## config.mk

```make
export PLATFORM = sky130hd
export DESIGN_NAME = viterbi_frame_ctrl
export DESIGN_NICKNAME = d
export VERILOG_FILES = /design/src/rtl/viterbi_pkg.sv /design/src/rtl/viterbi_frame_cnt.sv /design/src/rtl/viterbi_frame_ctrl.sv
export SDC_FILE = /design/constraint.sdc
export NUM_CORES = 1
export LEC_CHECK = 0
export CAP_MARGIN = 20
export CORE_AREA = 2 2 78 80
export CTS_CLUSTER_DIAMETER = 40
export CTS_CLUSTER_SIZE = 24
export DETAILED_ROUTE_END_ITERATION = 16
export DIE_AREA = 0 0 80 82
export PLACE_DENSITY = 0.75
export SETUP_SLACK_MARGIN = 0.1
export SLEW_MARGIN = 15
export SYNTH_ARGS = -nofsm -noshare
export SYNTH_HDL_FRONTEND = slang
export SYNTH_SLANG_ARGS = --single-unit
export TNS_END_PERCENT = 10
```

## constraint.sdc

```tcl
create_clock -name clk -period 2.8 [get_ports clk]
set_input_delay 0.28 -clock clk [delete_from_list [all_inputs] [get_ports clk]]
set_output_delay 0.28 -clock clk [all_outputs]
set_load 0.05 [all_outputs]
```

## src/rtl/viterbi_pkg.sv

```systemverilog
// Shared definitions for the Viterbi frame controller, its counters and the bench.
package viterbi_pkg;

    localparam int unsigned TBL_DEF   = 32;
    localparam int unsigned LEN_W_DEF = 10;

    typedef logic [2:0] state_t;

    localparam logic [2:0] StIdle  = 3'd0;
    localparam logic [2:0] StClear = 3'd1;
    localparam logic [2:0] StFeed  = 3'd2;
    localparam logic [2:0] StFlush = 3'd3;
    localparam logic [2:0] StDrain = 3'd4;
    localparam logic [2:0] StDone  = 3'd5;

endpackage

```

## src/rtl/viterbi_frame_cnt.sv

```systemverilog
// Up-counter with synchronous clear, enable and a terminal-match strobe.
module viterbi_frame_cnt #(
    parameter int unsigned WIDTH = 8
) (
    input  logic             clk,
    input  logic             rst,
    input  logic             clr_i,
    input  logic             en_i,
    input  logic [WIDTH-1:0] match_i,
    output logic [WIDTH-1:0] count_o,
    output logic             hit_o
);

    localparam logic [WIDTH:0] ONE = 1;

    logic [WIDTH-1:0] count_q;
    logic [WIDTH:0]   count_inc;

    assign count_inc = {1'b0, count_q} + ONE;

    always_ff @(posedge clk or posedge rst) begin
        if (rst) begin
            count_q <= '0;
        end else if (clr_i) begin
            count_q <= '0;
        end else if (en_i) begin
            count_q <= count_inc[WIDTH-1:0];
        end
    end

    // Fires on the increment that makes the count equal match_i.
    assign hit_o   = en_i && (count_inc == {1'b0, match_i});
    assign count_o = count_q;

endmodule

```

## src/rtl/viterbi_frame_ctrl.sv

```systemverilog
// Frame sequencer around a Viterbi core: clear, feed, flush with zeros, drain decoded bits.
module viterbi_frame_ctrl
    import viterbi_pkg::*;
#(
    parameter int unsigned TBL       = TBL_DEF,
    parameter int unsigned LEN_W     = LEN_W_DEF,
    parameter int unsigned DRAIN_MAX = 4 * TBL
) (
    input  logic             clk,
    input  logic             rst,
    input  logic             start_i,
    input  logic [LEN_W-1:0] frame_len_i,
    input  logic             sym_valid_i,
    input  logic [1:0]       sym_i,
    output logic             sym_ready_o,
    output logic             core_valid_o,
    output logic [1:0]       core_data_o,
    output logic             core_clr_o,
    input  logic             core_bit_i,
    input  logic             core_bit_valid_i,
    output logic             bit_o,
    output logic             bit_valid_o,
    output logic             last_o,
    output logic             busy_o,
    output logic             done_o,
    output logic             timeout_o
);

    localparam int unsigned AUX_MAX = (DRAIN_MAX > TBL) ? DRAIN_MAX : TBL;
    localparam int unsigned AUX_W   = $clog2(AUX_MAX + 1);

    state_t           state_q, state_d;
    logic [LEN_W-1:0] len_q;
    logic [LEN_W-1:0] in_cnt, out_cnt;
    logic [AUX_W-1:0] aux_cnt, aux_match;
    logic             in_hit, out_hit, aux_hit;
    logic             start_frame, sym_accept, flush_sym, bit_accept;
    logic             aux_run, aux_clr;
    logic             timeout_d, timeout_q;
    logic             bit_q, bit_valid_q, last_q;

    assign start_frame = (state_q == StIdle) && start_i && (frame_len_i != '0);
    assign sym_accept  = (state_q == StFeed) && sym_valid_i && (in_cnt != len_q);
    assign flush_sym   = (state_q == StFlush) && (aux_cnt < AUX_W'(TBL));
    assign bit_accept  = core_bit_valid_i && (out_cnt < len_q) &&
                         ((state_q == StFeed) || (state_q == StFlush) || (state_q == StDrain));

    // One counter serves both the flush length and the drain wait; it restarts at DRAIN entry.
    assign aux_run   = (state_q == StFlush) || (state_q == StDrain);
    assign aux_clr   = !aux_run || ((state_q == StFlush) && aux_hit);
    assign aux_match = (state_q == StFlush) ? AUX_W'(TBL) : AUX_W'(DRAIN_MAX);

    viterbi_frame_cnt #(.WIDTH(LEN_W)) u_in_cnt (
        .clk     (clk),
        .rst     (rst),
        .clr_i   (start_frame),
        .en_i    (sym_accept),
        .match_i (len_q),
        .count_o (in_cnt),
        .hit_o   (in_hit)
    );

    viterbi_frame_cnt #(.WIDTH(LEN_W)) u_out_cnt (
        .clk     (clk),
        .rst     (rst),
        .clr_i   (start_frame),
        .en_i    (bit_accept),
        .match_i (len_q),
        .count_o (out_cnt),
        .hit_o   (out_hit)
    );

    viterbi_frame_cnt #(.WIDTH(AUX_W)) u_aux_cnt (
        .clk     (clk),
        .rst     (rst),
        .clr_i   (aux_clr),
        .en_i    (aux_run),
        .match_i (aux_match),
        .count_o (aux_cnt),
        .hit_o   (aux_hit)
    );

    always_comb begin
        state_d   = state_q;
        timeout_d = 1'b0;
        case (state_q)
            StIdle: begin
                if (start_i) begin
                    state_d = (frame_len_i != '0) ? StClear : StDone;
                end
            end
            StClear: state_d = StFeed;
            StFeed: begin
                if (in_hit) begin
                    state_d = StFlush;
                end
            end
            StFlush: begin
                if (aux_hit) begin
                    state_d = StDrain;
                end
            end
            StDrain: begin
                // Completion wins over a coincident timeout.
                if (out_cnt == len_q) begin
                    state_d = StDone;
                end else if (aux_hit) begin
                    state_d   = StDone;
                    timeout_d = 1'b1;
                end
            end
            StDone:  state_d = StIdle;
            default: state_d = StIdle;
        endcase
    end

    always_ff @(posedge clk or posedge rst) begin
        if (rst) begin
            state_q     <= StIdle;
            len_q       <= '0;
            timeout_q   <= 1'b0;
            bit_q       <= 1'b0;
            bit_valid_q <= 1'b0;
            last_q      <= 1'b0;
        end else begin
            state_q     <= state_d;
            timeout_q   <= timeout_d;
            bit_valid_q <= bit_accept;
            bit_q       <= bit_accept && core_bit_i;
            last_q      <= out_hit;
            if (start_frame) begin
                len_q <= frame_len_i;
            end
        end
    end

    assign sym_ready_o  = (state_q == StFeed);
    assign core_valid_o = sym_accept || flush_sym;
    assign core_data_o  = sym_accept ? sym_i : 2'b00;
    assign core_clr_o   = (state_q == StClear);
    assign busy_o       = (state_q != StIdle);
    assign done_o       = (state_q == StDone);
    assign timeout_o    = timeout_q;
    assign bit_o        = bit_q;
    assign bit_valid_o  = bit_valid_q;
    assign last_o       = last_q;

endmodule

```

# Yosys cells after proc, flatten, opt, wreduce, memory -nomap -nowiden
# Index checks and enable logic that the tools add are counted.
# classes
n_lt_le_gt_ge,2
add_sub_neg,3
reduce_logical,25
mux,18
n_eq_ne,14
# ops
op,n
two-way mux 10 bit,4
two-way mux 8 bit,3
"adder 10 x 1 -> 11 bit, second input constant",2
equality test 11 x 10 -> 1 bit,2
two-way mux 3 bit,6
case mux 3 bit (5 select lines),1
logical AND 1 bit,12
equality test 10 bit,1
< comparator 10 bit,1
!= test 10 bit,1
nonzero test 10 bit,1
"adder 8 x 1 -> 9 bit, second input constant",1
equality test 9 x 8 -> 1 bit,1
"< comparator 8 x 6 -> 1 bit, second input constant",1
"equality test 3 x 2 -> 1 bit, second input constant",2
"equality test 3 bit, second input constant",2
nonzero test 2 bit,3
logical OR 1 bit,5
"!= test 2 bit, second input constant",2
AND reduction 4 bit,1
"equality test 3 x 1 -> 1 bit, second input constant",1
zero test 3 bit,1
two-way mux 1 bit,3
"!= test 3 x 2 -> 1 bit, second input constant",1
other kinds (4),4
# word_totals
output_inout_bits,11
ff_bits,45
wordCells,71
inputBits,18

# Logic depth before layout (Yosys ltp)
# Gate-level depths: netlist (run 1).
# logic_depth
word_depth,7
ltp_mapped,10
ltp_nobuf,8

# Modules after synthesis
# From an unflattened synthesis (run 1), not the netlist that was laid out.
# hier_totals
hier_cells,384
area_unflattened_um2,3452.1
# by_module_without_submodules
module,area_per_inst_um2,seq_area_each_um2,instances,cells_per_inst
viterbi_frame_ctrl,1188.6,425.4,1,118
viterbi_frame_cnt at u_in_cnt,809.5,250.2,1,95
viterbi_frame_cnt at u_out_cnt,803.3,250.2,1,95
viterbi_frame_cnt at u_aux_cnt,650.6,200.2,1,76

# Least setup slack after synthesis (run 1)
# Ideal clock, no wire load.
# synth_timing
path_kind,register to output
from,register state_q[2]
to,output core_data_o[0]
t_required_ns,2.520
setup_slack_ns,0.367
path_buffers,1
stages_incl_launch_ff,5
t_arrival_ns,2.153
cell_sequence,dfrtp_1 > nor3b_2 > o311a_1 > buf_6 > and2_1
# synth_between
elab_chain_cells,4
# synth_rtl
item,line,rtl
"start, declared",viterbi_frame_ctrl.sv:32,"state_t state_q, state_d;"
"start signal, assigned",viterbi_frame_ctrl.sv:119,state_q <= StIdle;
"start signal, assigned",viterbi_frame_ctrl.sv:126,state_q <= state_d;
equality test 3 x 2 -> 1 bit,n/a,
via sym_ready_o,viterbi_frame_ctrl.sv:15,"output logic sym_ready_o,"
logical AND 1 bit (2 in a row),viterbi_frame_ctrl.sv:43,assign sym_accept = (state_q == StFeed) && sym_valid_i && (in_cnt != len_q);
two-way mux 2 bit,viterbi_frame_ctrl.sv:139,assign core_data_o = sym_accept ? sym_i : 2'b00;
"end, declared",viterbi_frame_ctrl.sv:17,"output logic [1:0] core_data_o,"
# The timed path passes the listed nets, and every way through them passes these cells.

# Worst setup path in the final report (run 1)
# layout_timing
from,register u_in_cnt.count_q[7] (netlist: u_in_cnt.count_o[7])
to,output core_data_o[1]
# layout_between
elab_chain_cells,3
# layout_rtl
item,line,rtl
"start, declared",viterbi_frame_cnt.sv:16,logic [WIDTH-1:0] count_q;
"start signal, assigned",viterbi_frame_cnt.sv:27,count_q <= count_inc[WIDTH-1:0];
!= test 10 bit,viterbi_frame_ctrl.sv:43,
logical AND 1 bit,viterbi_frame_ctrl.sv:43,
two-way mux 2 bit,viterbi_frame_ctrl.sv:139,
# Every way passes these cells.

==> results of run 1 <==
==> synthesized netlist by cell type, drive strengths merged (4+ instances only) <==
cell type  number
dfrtp          45
nand2          41
nor2           31
xnor2          25
o21ai          24
inv            15
nand3          14
buf            13
ha             13
xor2           13
nand4          12
nor3            8
a21oi           7
nor4            7
and3            6
clkbuf          6
mux2i           6
nor3b           6
a21o            5
and2            5
nor2b           4
o211ai          4
==> stage by stage <==
step                      setup WS, ns  cell area, sq um  hold slack, ns
after floorplan                  0.367              3080           0.385
after detailed placement         0.186              3390           0.502
final                            0.175              3480           0.494
after global placement           0.237              3390           0.500
after global routing            0.0809              3480           0.536
after CTS                        0.166              3470           0.515
==> cell type report <==
| type | count | share of cell area (%) |
|---|---|---|
| clock inverters | 3 | 0.503 |
| repair buffers | 35 | 9.45 |
| multi-input cells | 267 | 51.4 |
| flip-flops and latches | 45 | 32.4 |
| clock buffers | 5 | 1.98 |
| inverters | 15 | 1.62 |
| well taps | 75 | 2.70 |
==> worst max-delay path, cell delays in order, from the launching register on <==
cell	delay, ns
dfrtp_1	0.51
xnor2_4	0.27
nand4_1	0.14
o311a_1	0.50
and2_1	0.21
dlygate4sd2_1	0.41
==> layout by cell type, fill, tap and decap left out, types with 4 or more instances in the layout <==
| cell | Yosys | final |
|---|---|---|
| dfrtp_1 | 45 | 45 |
| nand2_1 | 41 | 41 |
| nor2_1 | 31 | 31 |
| clkdlybuf4s50_1 | 0 | 25 |
| o21ai_0 | 23 | 23 |
| xnor2_1 | 24 | 23 |
| inv_1 | 15 | 14 |
| xor2_1 | 13 | 13 |
| ha_1 | 13 | 13 |
| nand4_1 | 12 | 12 |
| nand3_1 | 12 | 12 |
| nor3_1 | 8 | 8 |
| buf_4 | 3 | 7 |
| a21oi_1 | 6 | 6 |
| nor4_1 | 6 | 6 |
| mux2i_1 | 6 | 6 |
| a21o_1 | 5 | 5 |
| nor3b_1 | 5 | 5 |
| and2_1 | 5 | 5 |
| clkbuf_8 | 0 | 5 |
| nor2b_1 | 4 | 4 |
==> cells by family (layout without fill, tap and decap cells) <==
logic type	after synthesis	count (layout)	synth area share [%]
muxes	8	8	2.68
and+or+nand+nor	143	143	23.9
xor gates and xnor gates	38	38	11.4
buffers and inverters	34	58	5.57
AOI/OAI and AO/OA	65	65	14.6
DFF	45	45	36.6
adders and majority gates	13	13	5.28
==> where the power goes <==
part           switching, mW  internal, mW  total [mW]
Combinational          0.784         0.568        1.35
Sequential             0.222         0.789        1.01
Clock                  0.236         0.173       0.409
==> flip-flops by register name, indices dropped and copies added (netlist names) <==
| register | flops |
|---|---|
| bit_o | 1 |
| last_o | 1 |
| u_in_cnt.count_o | 10 |
| state_q | 3 |
| timeout_o | 1 |
| u_aux_cnt.count_o | 8 |
| bit_valid_o | 1 |
| len_q | 10 |
| u_out_cnt.count_o | 10 |
==> worst max-delay path by stage <==
stage | startpoint | endpoint | depth (start not counted)
finish | u_in_cnt.count_o[7]$_DFFE_PP0P_ | core_data_o[1] | 5
global route | u_in_cnt.count_o[7]$_DFFE_PP0P_ | core_data_o[1] | 5
CTS | len_q[2]$_DFFE_PP0P_ | u_out_cnt.count_o[2]$_DFFE_PP0P_ | 9
detailed placement | len_q[2]$_DFFE_PP0P_ | u_out_cnt.count_o[2]$_DFFE_PP0P_ | 9
global placement | len_q[2]$_DFFE_PP0P_ | u_out_cnt.count_o[2]$_DFFE_PP0P_ | 9
floorplan | state_q[2]$_DFFE_PP0P_ | core_data_o[0] | 4
==> layer usage <==
layer | vias up | global-route usage [%]
met5 | - | 0
li1 | 1272 | -
met3 | 7 | 3.85
met1 | 1203 | 28.1
met4 | 0 | 6.95
met2 | 40 | 37.6
==> impl_results.md, run 1 <==
* Routed Antenna Nets at 0
* Core area at 5750 sq um
* Initial antenna violation count at 0
* DR pass1 iterations at 4
* PostCTS Resize Cnt at 3
* Wire length per cell at 14.9 um
* Met3 routed WL at 194 um
* Data required time of the worst path at ~2.5 ns
* # setup viols final at 0
* RSZ-0062 raised after global routing: true
* First-pass GRT wire length at approximately 11,000 um
* FILL cells at 498
* Hold-fix buffers, CTS at 0
* Max_cap viols at 0
* Seq/Total Area, Yosys at 36.6%
* Post-Syn Area at around 3100 sq um
* Crit-path max FO at 10
* Status: completed
* RePlAce Congestion at approximately 0.89
* Storage cell area at between 1000 and 1500 sq um
* Endpoints failing hold at 0
* PortBufs at 28
* Finished Core Util at 60.6%
* Via-to-Cell Ratio at 5.67
* DRT Wirelength at 6620 um
* Async SR Flop Fraction at 100%
* Clock sink count at 45
* Critical R2R Launch: len_q[2]$_DFFE_PP0P_
* Total gr overflow at 0
* Die area at roughly 6600 sq um
* Skew final at 0.00766 ns
* I/O pins at 29
* Area growth, synth to finish at 13.0%
* Post-DP HPWL at 4920 um
* Vias in the first global route at roughly 2,400
* Total track usage at 21.9%
* Final #Nets at 400
* # rows at 28
* Maximum clock rate at 381 MHz
* Root Driver: clkbuf_8
* Yosys Warn Count at 0
* Final std cells w/o fill at 445
* Post-Route M1 WL at 3170 um
* Pwr dens at between 700 and 800 nW/um^2
* Synth cell types at 56
* CP arrival at 2.34 ns
* Startpoint types: flip-flop
* Slew @ Worst Pin at 0.944 ns
* FF+latch count, synth at between 40 and 50
* Latest clock arrival within the worst-skew pair at 0.31 ns
* Crit share post-route at a little over nine tenths
* Total power at 2.77 mW
* Die width at 80 um
* Setup TNS Final at 0 ns
* Residual DRC at 0
* Slew HR at 36.9%
* Max Slew Vio Count at 0
* LEAKAGE at between 1 and 1.5 nW
* Worst setup EP type: output pin
* Main synth FF type: dfrtp_1
* Area of the multi-input gates at 1790 sq um
* Die height at 82 um
* Area leader, netlist: dfrtp_1
* Largest net degree at the start of global routing at 46
* Metal2 WL at 3180 um
* Register-to-Register Path Depth at 9
* Cell count after synthesis at between 300 and 400
* Number of synthesized flops with an enable pin at 0
* CTS buffer count at 5
* Clock Pin Slew Worst Setup and Hold Paths at 0.09 ns
* Ant. Diodes at 0
* Post-CTS setup buffers at 0
* Layout cells sized above 1 at under 10%
* Mapped Nets at roughly 380
* Hold Path Class: in2async
* Critical R2R Capture: u_out_cnt.count_o[2]$_DFFE_PP0P_
* Dpl cells at between 400 and 500
* Crit path time final at 2.62 ns
* Clock Tree Buf Depth at 2
* CTS tree: built
* CP Class: reg2out
* Synth top area share at 36.6%
* Via count at between 2,000 and 3,000
* CTS HTree Levels at 2
* Worst reg-to-reg setup slack at between 0.2 and 0.25 ns
* Iter 0 DRT Violations at about 120
* Ranking of synthesized cells by area: dfrtp_1, xnor2_1, ha_1
* Peak VDD IR at 0.554 mV
* Mean Syn Cell Area at 8.90 sq um
* Initial Util at 53.6%
* Uppermost routed layer: met4
(Power assumes the default switching activity.)
==> run 2, diff against run 1 <==
--- a/config.mk
+++ b/config.mk
@@ -11,7 +11,7 @@
 export CTS_CLUSTER_SIZE = 24
 export DETAILED_ROUTE_END_ITERATION = 16
 export DIE_AREA = 0 0 80 82
-export PLACE_DENSITY = 0.75
+export PLACE_DENSITY = 0.76
 export SETUP_SLACK_MARGIN = 0.1
 export SLEW_MARGIN = 15
 export SYNTH_ARGS = -nofsm -noshare
==> run 2 against run 1 <==
Compared with the run above:
- routed wire length up 1.6%
- largest power group unchanged
- die area unchanged
- clock skew down 0.0023 ns
==> impl_results.md, run 2 (synthesis gave the netlist of run 1 again) <==
* WP buf/inv at 1
* Die width at 80 um
* Fin area at 3530 sq um
* Total power at 2.89 mW
* PortBufs at 28
* Core area at 5750 sq um
* Root Driver: clkbuf_8
* Die height at 82 um
* Max Slew Vio Count at 0
* I/O pins at 29
* Top delay family on crit path: compound AO/OA/AOI/OAI gates
* Via-to-Cell Ratio at 5.83
* Crit share post-route at 92.7%
* CP arrival at 2.31 ns
* Data required time of the worst path at ~2.5 ns
* Finished Core Util at 61.5%
* Crit path time final at ~2.6 ns
* Ant. Diodes at 0
* Status: completed
* # rows at 28
* CP Class: reg2out
* LEAKAGE at between 1.5 and 2 nW
* Wire length per cell at around 15 um
* DP Area at 3390 sq um
* Uppermost routed layer: met4
* Dpl ws at 0.178 ns
* Residual DRC at 0
* Slew HR at between 60% and 70%
* Total gr overflow at 0
* RSZ-0062 raised after global routing: true
* Total track usage at 22.1%
* Clock sink count at 45
* CTS tree: built
* # setup viols final at 0
* Iter 0 DRT Violations at approximately 140
* Slowest cell on the critical path: o311a_2
* Startpoint types: flip-flop
* Layout cells sized above 1 at about 8.6%
* Met3 routed WL at about 240 um
* Peak VDD IR at ~0.43 mV
* FILL cells at around 500
* Endpoints failing hold at 0
* Post-Route M1 WL at 3130 um
* RePlAce Congestion at about 0.89
* Commonest non-fill, non-tap cell in the layout: dfrtp_1
* Post-DP HPWL at 5140 um
* Initial Util at 53.6%
* Clock Tree Buf Depth at 2
* Final worst slack at 0.205 ns
* CTS HTree Levels at 2
* Latest clock arrival within the worst-skew pair at 0.29 ns
* DRT Wirelength at 6730 um
* Worst path max stage delay at 0.52 ns
* DR pass1 iterations at 5
* Metal2 WL at 3310 um
* Final #Nets at around 400
* Hold Path Class: in2async
* Largest net degree at the start of global routing at 46
* Vias in the first global route at ~2,500
* CP cell instances: xnor2_4, nand4_1, o311a_2, and2_1, dlygate4sd2_1
* Pwr dens at 818 nW/um^2
* Die area at 6560 sq um
* Routed Antenna Nets at 0
* Via count at 2,602
* Maximum clock rate at between 300 and 400 MHz
* Hold-fix buffers, CTS at 0
* CTS buffer count at 5
* Most frequent cells in the layout: dfrtp_1, nand2_1, nor2_1
* Clock Pin Slew Worst Setup and Hold Paths at 0.09 ns
* Area growth, synth to finish at 14.7%
* Max_cap viols at 0
* Worst setup EP type: output pin
* Setup TNS Final at 0 ns
* First-pass GRT wire length at about 11,000 um
* Slew @ Worst Pin at ~0.50 ns
* Crit-path max FO at 14
* Post-CTS setup buffers at 0
* Skew final at 0.00541 ns
* Initial antenna violation count at 0
[run 2: what timing repair did]
| action | CTS | global route |
|---|---|---|
| endpoints found under the setup margin | 3 | 6 |
| resized for setup | 3 | 2 |
| hold endpoints to repair | 0 | 0 |
[run 2: path summary, 6_finish.rpt]
path | start | to | slack (ns) | cells past startpoint
worst max-delay path | u_in_cnt.count_o[7]$_DFFE_PP0P_ | core_data_o[1] | 0.21 | 5
worst min-delay path | rst | u_aux_cnt.count_o[4]$_DFFE_PP0P_ | 0.29 | 2
worst max register to register | len_q[2]$_DFFE_PP0P_ | u_out_cnt.count_o[3]$_DFFE_PP0P_ | 0.26 | 8
worst min register to register | u_aux_cnt.count_o[0]$_DFFE_PP0P_ | u_aux_cnt.count_o[0]$_DFFE_PP0P_ | 0.51 | 1
max in group asynchronous | rst | len_q[4]$_DFFE_PP0P_ | 2.03 | 3
min in group clk | u_aux_cnt.count_o[0]$_DFFE_PP0P_ | u_aux_cnt.count_o[0]$_DFFE_PP0P_ | 0.51 | 1
[run 2: final cells by class]
class | instances | area, sq um | share of cell area, %
well taps | 75 | 93.8 | 2.66
repair buffers | 36 | 349 | 9.88
inverters | 15 | 56.3 | 1.59
clock inverters | 1 | 30.0 | 0.850
multi-input cells | 267 | 1790 | 50.7
flip-flops and latches | 45 | 1130 | 31.9
clock buffers | 7 | 86.3 | 2.44
[run 2: report_power, final]
| part | leakage (nW) | internal [mW] | switching (mW) |
|---|---|---|---|
| registers | 0.601 | 0.789 | 0.212 |
| logic | 0.866 | 0.575 | 0.806 |
| clock network | 0.0585 | 0.291 | 0.217 |
[run 2: worst reg2reg max path: stages, from the launching register on]
cell	delay [ns]
dfrtp_1	0.53
inv_1	0.13
ha_1	0.21
a21o_1	0.15
a21o_1	0.17
a211oi_1	0.27
o211a_1	0.38
nor2_1	0.18
a221o_2	0.40
[run 2: stage by stage]
stage,hold WS (ns),cells
global route,0.320,446
floorplan,0.385,346
global placement,0.499,437
detailed placement,0.503,437
finish,0.286,446
CTS,0.515,445
[run 2: metal layers]
layer / global-route usage, % / vias up
li1: - / 1272
met1: 29.2 / 1277
met2: 38.0 / 49
met3: 4.18 / 4
met4: 4.92 / 0
met5: 0 / -
==> run 3, diff against run 2 <==
--- a/config.mk
+++ b/config.mk
@@ -5,13 +5,14 @@
 export SDC_FILE = /design/constraint.sdc
 export NUM_CORES = 1
 export LEC_CHECK = 0
-export CAP_MARGIN = 20
+export CAP_MARGIN = 30
 export CORE_AREA = 2 2 78 80
 export CTS_CLUSTER_DIAMETER = 40
 export CTS_CLUSTER_SIZE = 24
 export DETAILED_ROUTE_END_ITERATION = 16
 export DIE_AREA = 0 0 80 82
-export PLACE_DENSITY = 0.76
+export DONT_BUFFER_PORTS = 1
+export PLACE_DENSITY = 0.69
 export SETUP_SLACK_MARGIN = 0.1
 export SLEW_MARGIN = 15
 export SYNTH_ARGS = -nofsm -noshare
==> run 3 against run 2 <==
Compared with the run above:
- non-clock buffer count shrank 27
- worst hold slack worse by 0.19 ns
- cell count fell by 6.1%
- register-to-register slack improved by 0.08 ns
- final area shrank 6.3%
- sequential power about the same
- first-iteration DRC count down 18%
==> impl_results.md, run 3 (synthesis gave the netlist of run 1 again) <==
* Status: completed
* Layout cells sized above 1 at 9.59%
* Root Driver: clkbuf_8
* Slew HR at a little over 40%
* PortBufs at 0
* Routed Antenna Nets at 0
* LEAKAGE at 1.42 nW
* Initial Util at 53.6%
* Vias in the first global route at roughly 2,400
* Via-to-Cell Ratio at between 5 and 6
* Final #Nets at ~370
* Latest clock arrival within the worst-skew pair at about 0.30 ns
* Via count at roughly 2,400
* Clock sink count at 45
* Post-CTS setup buffers at 0
* Die width at 80 um
* Endpoints failing hold at 0
* RePlAce Congestion at 0.882
* Clock Tree Buf Depth at 2
* Pwr dens at about 860 nW/um^2
* Total gr overflow at 0
* CTS HTree Levels at 2
* Setup TNS Final at 0 ns
* CTS tree: built
* Startpoint types: flip-flop
* # rows at 28
* Area growth, synth to finish at 7.52%
* CP arrival at about 2.2 ns
* Die area at 6560 sq um
* Commonest non-fill, non-tap cell in the layout: dfrtp_1
* I/O pins at 29
* Worst setup EP type: output pin
* Max_cap viols at 0
* Top delay family on crit path: flip-flops
* Largest net degree at the start of global routing at 32
* Die height at a little over 80 um
* FILL cells at 519
* Ant. Diodes at 0
* Hold Path Class: in2reg
* Maximum clock rate at 402 MHz
* Max Slew Vio Count at 0
* RSZ-0062 raised after global routing: false
* Slowest cell on the critical path: dfrtp_1
* CTS buffer count at 5
* Dpl ws at 0.392 ns
* Final worst slack at 0.311 ns
* Worst path max stage delay at around 0.54 ns
* Iter 0 DRT Violations at 117
* DRT Wirelength at 6730 um
* Most frequent cells in the layout: dfrtp_1, nand2_1, nor2_1
* Residual DRC at 0
* Data required time of the worst path at 2.52 ns
* Peak VDD IR at 0.470 mV
* Post-DP HPWL at 5020 um
* Initial antenna violation count at 0
* CP cell instances: xnor2_4, nand4_1, o311a_1, and2_1, buf_12
* WP buf/inv at 1
* DR pass1 iterations at 4
* # setup viols final at 0
* First-pass GRT wire length at 11,300 um
* Finished Core Util at 57.6%
* Skew final at just over 0.009 ns
* Total power at 2.85 mW
* Crit path time final at around 2.5 ns
* CP Class: reg2out
* Wire length per cell at between 15 and 20 um
* Crit-path max FO at 14
* Core area at 5750 sq um
* Slew @ Worst Pin at 0.877 ns
* Crit share post-route at 88.9%
* Clock Pin Slew Worst Setup and Hold Paths at 0.09 ns
* Total track usage at 22.4%
[run 3: cell types whose count changed in the layout (fill, tap and decap cells not counted), moves of 3 or more]
| cell | change |
|---|---|
| buf_12 | +3 |
| buf_4 | -3 |
| clkdlybuf4s50_1 | -25 |
| dlygate4sd2_1 | -3 |
[run 3: path summary, 6_finish.rpt]
path / start / end / slack (ns) / depth (start not counted)
setup / recovery: u_in_cnt.count_o[7]$_DFFE_PP0P_ / core_data_o[0] / 0.31 / 5
hold / removal: frame_len_i[0] / len_q[0]$_DFFE_PP0P_ / 0.09 / 2
setup reg to reg: len_q[3]$_DFFE_PP0P_ / u_out_cnt.count_o[3]$_DFFE_PP0P_ / 0.34 / 8
hold reg to reg: u_aux_cnt.count_o[0]$_DFFE_PP0P_ / u_aux_cnt.count_o[0]$_DFFE_PP0P_ / 0.53 / 1
max in group asynchronous: rst / u_in_cnt.count_o[3]$_DFFE_PP0P_ / 1.92 / 3
min in group asynchronous: rst / bit_o$_DFF_PP0_ / 0.39 / 2
[run 3: layout make-up]
| class | count | area [sq um] | area share (%) |
|---|---|---|---|
| Clock buffer | 6 | 82.6 | 2.49 |
| Clock inverter | 2 | 37.5 | 1.13 |
| Inverter | 15 | 56.3 | 1.70 |
| Multi-Input combinational cell | 267 | 1790 | 54.2 |
| Sequential cell | 45 | 1130 | 34.0 |
| Tap cell | 75 | 93.8 | 2.83 |
| Timing Repair Buffer | 9 | 120 | 3.63 |
[run 3: per-stage QoR]
| step | cell area (sq um) | hold WS, ns | instances |
|---|---|---|---|
| 2_1_floorplan | 3080 | 0.385 | 346 |
| 3_3_place_gp | 3150 | 0.392 | 409 |
| 3_5_place_dp | 3170 | 0.156 | 410 |
| 4_1_cts | 3300 | 0.0843 | 419 |
| 5_1_grt | 3310 | 0.0749 | 419 |
| 6_report | 3310 | 0.0928 | 419 |
[run 3: report_power, final]
group	switching, mW	internal (mW)
clock	0.233	0.290
combinational	0.768	0.534
sequential	0.240	0.789
[run 3: per-layer routing]
metal	global-route usage [%]	share of wire [%]
met5	0	0
met4	8.81	2.3
met3	5.16	3.1
met2	36.8	49
met1	28.8	46
[run 3: repair_timing]
action                                  4_1_cts  5_1_grt
resized for setup                             0        1
endpoints found under the setup margin        0        1
hold buffers                                  1        0
endpoints found under the hold margin        14        0
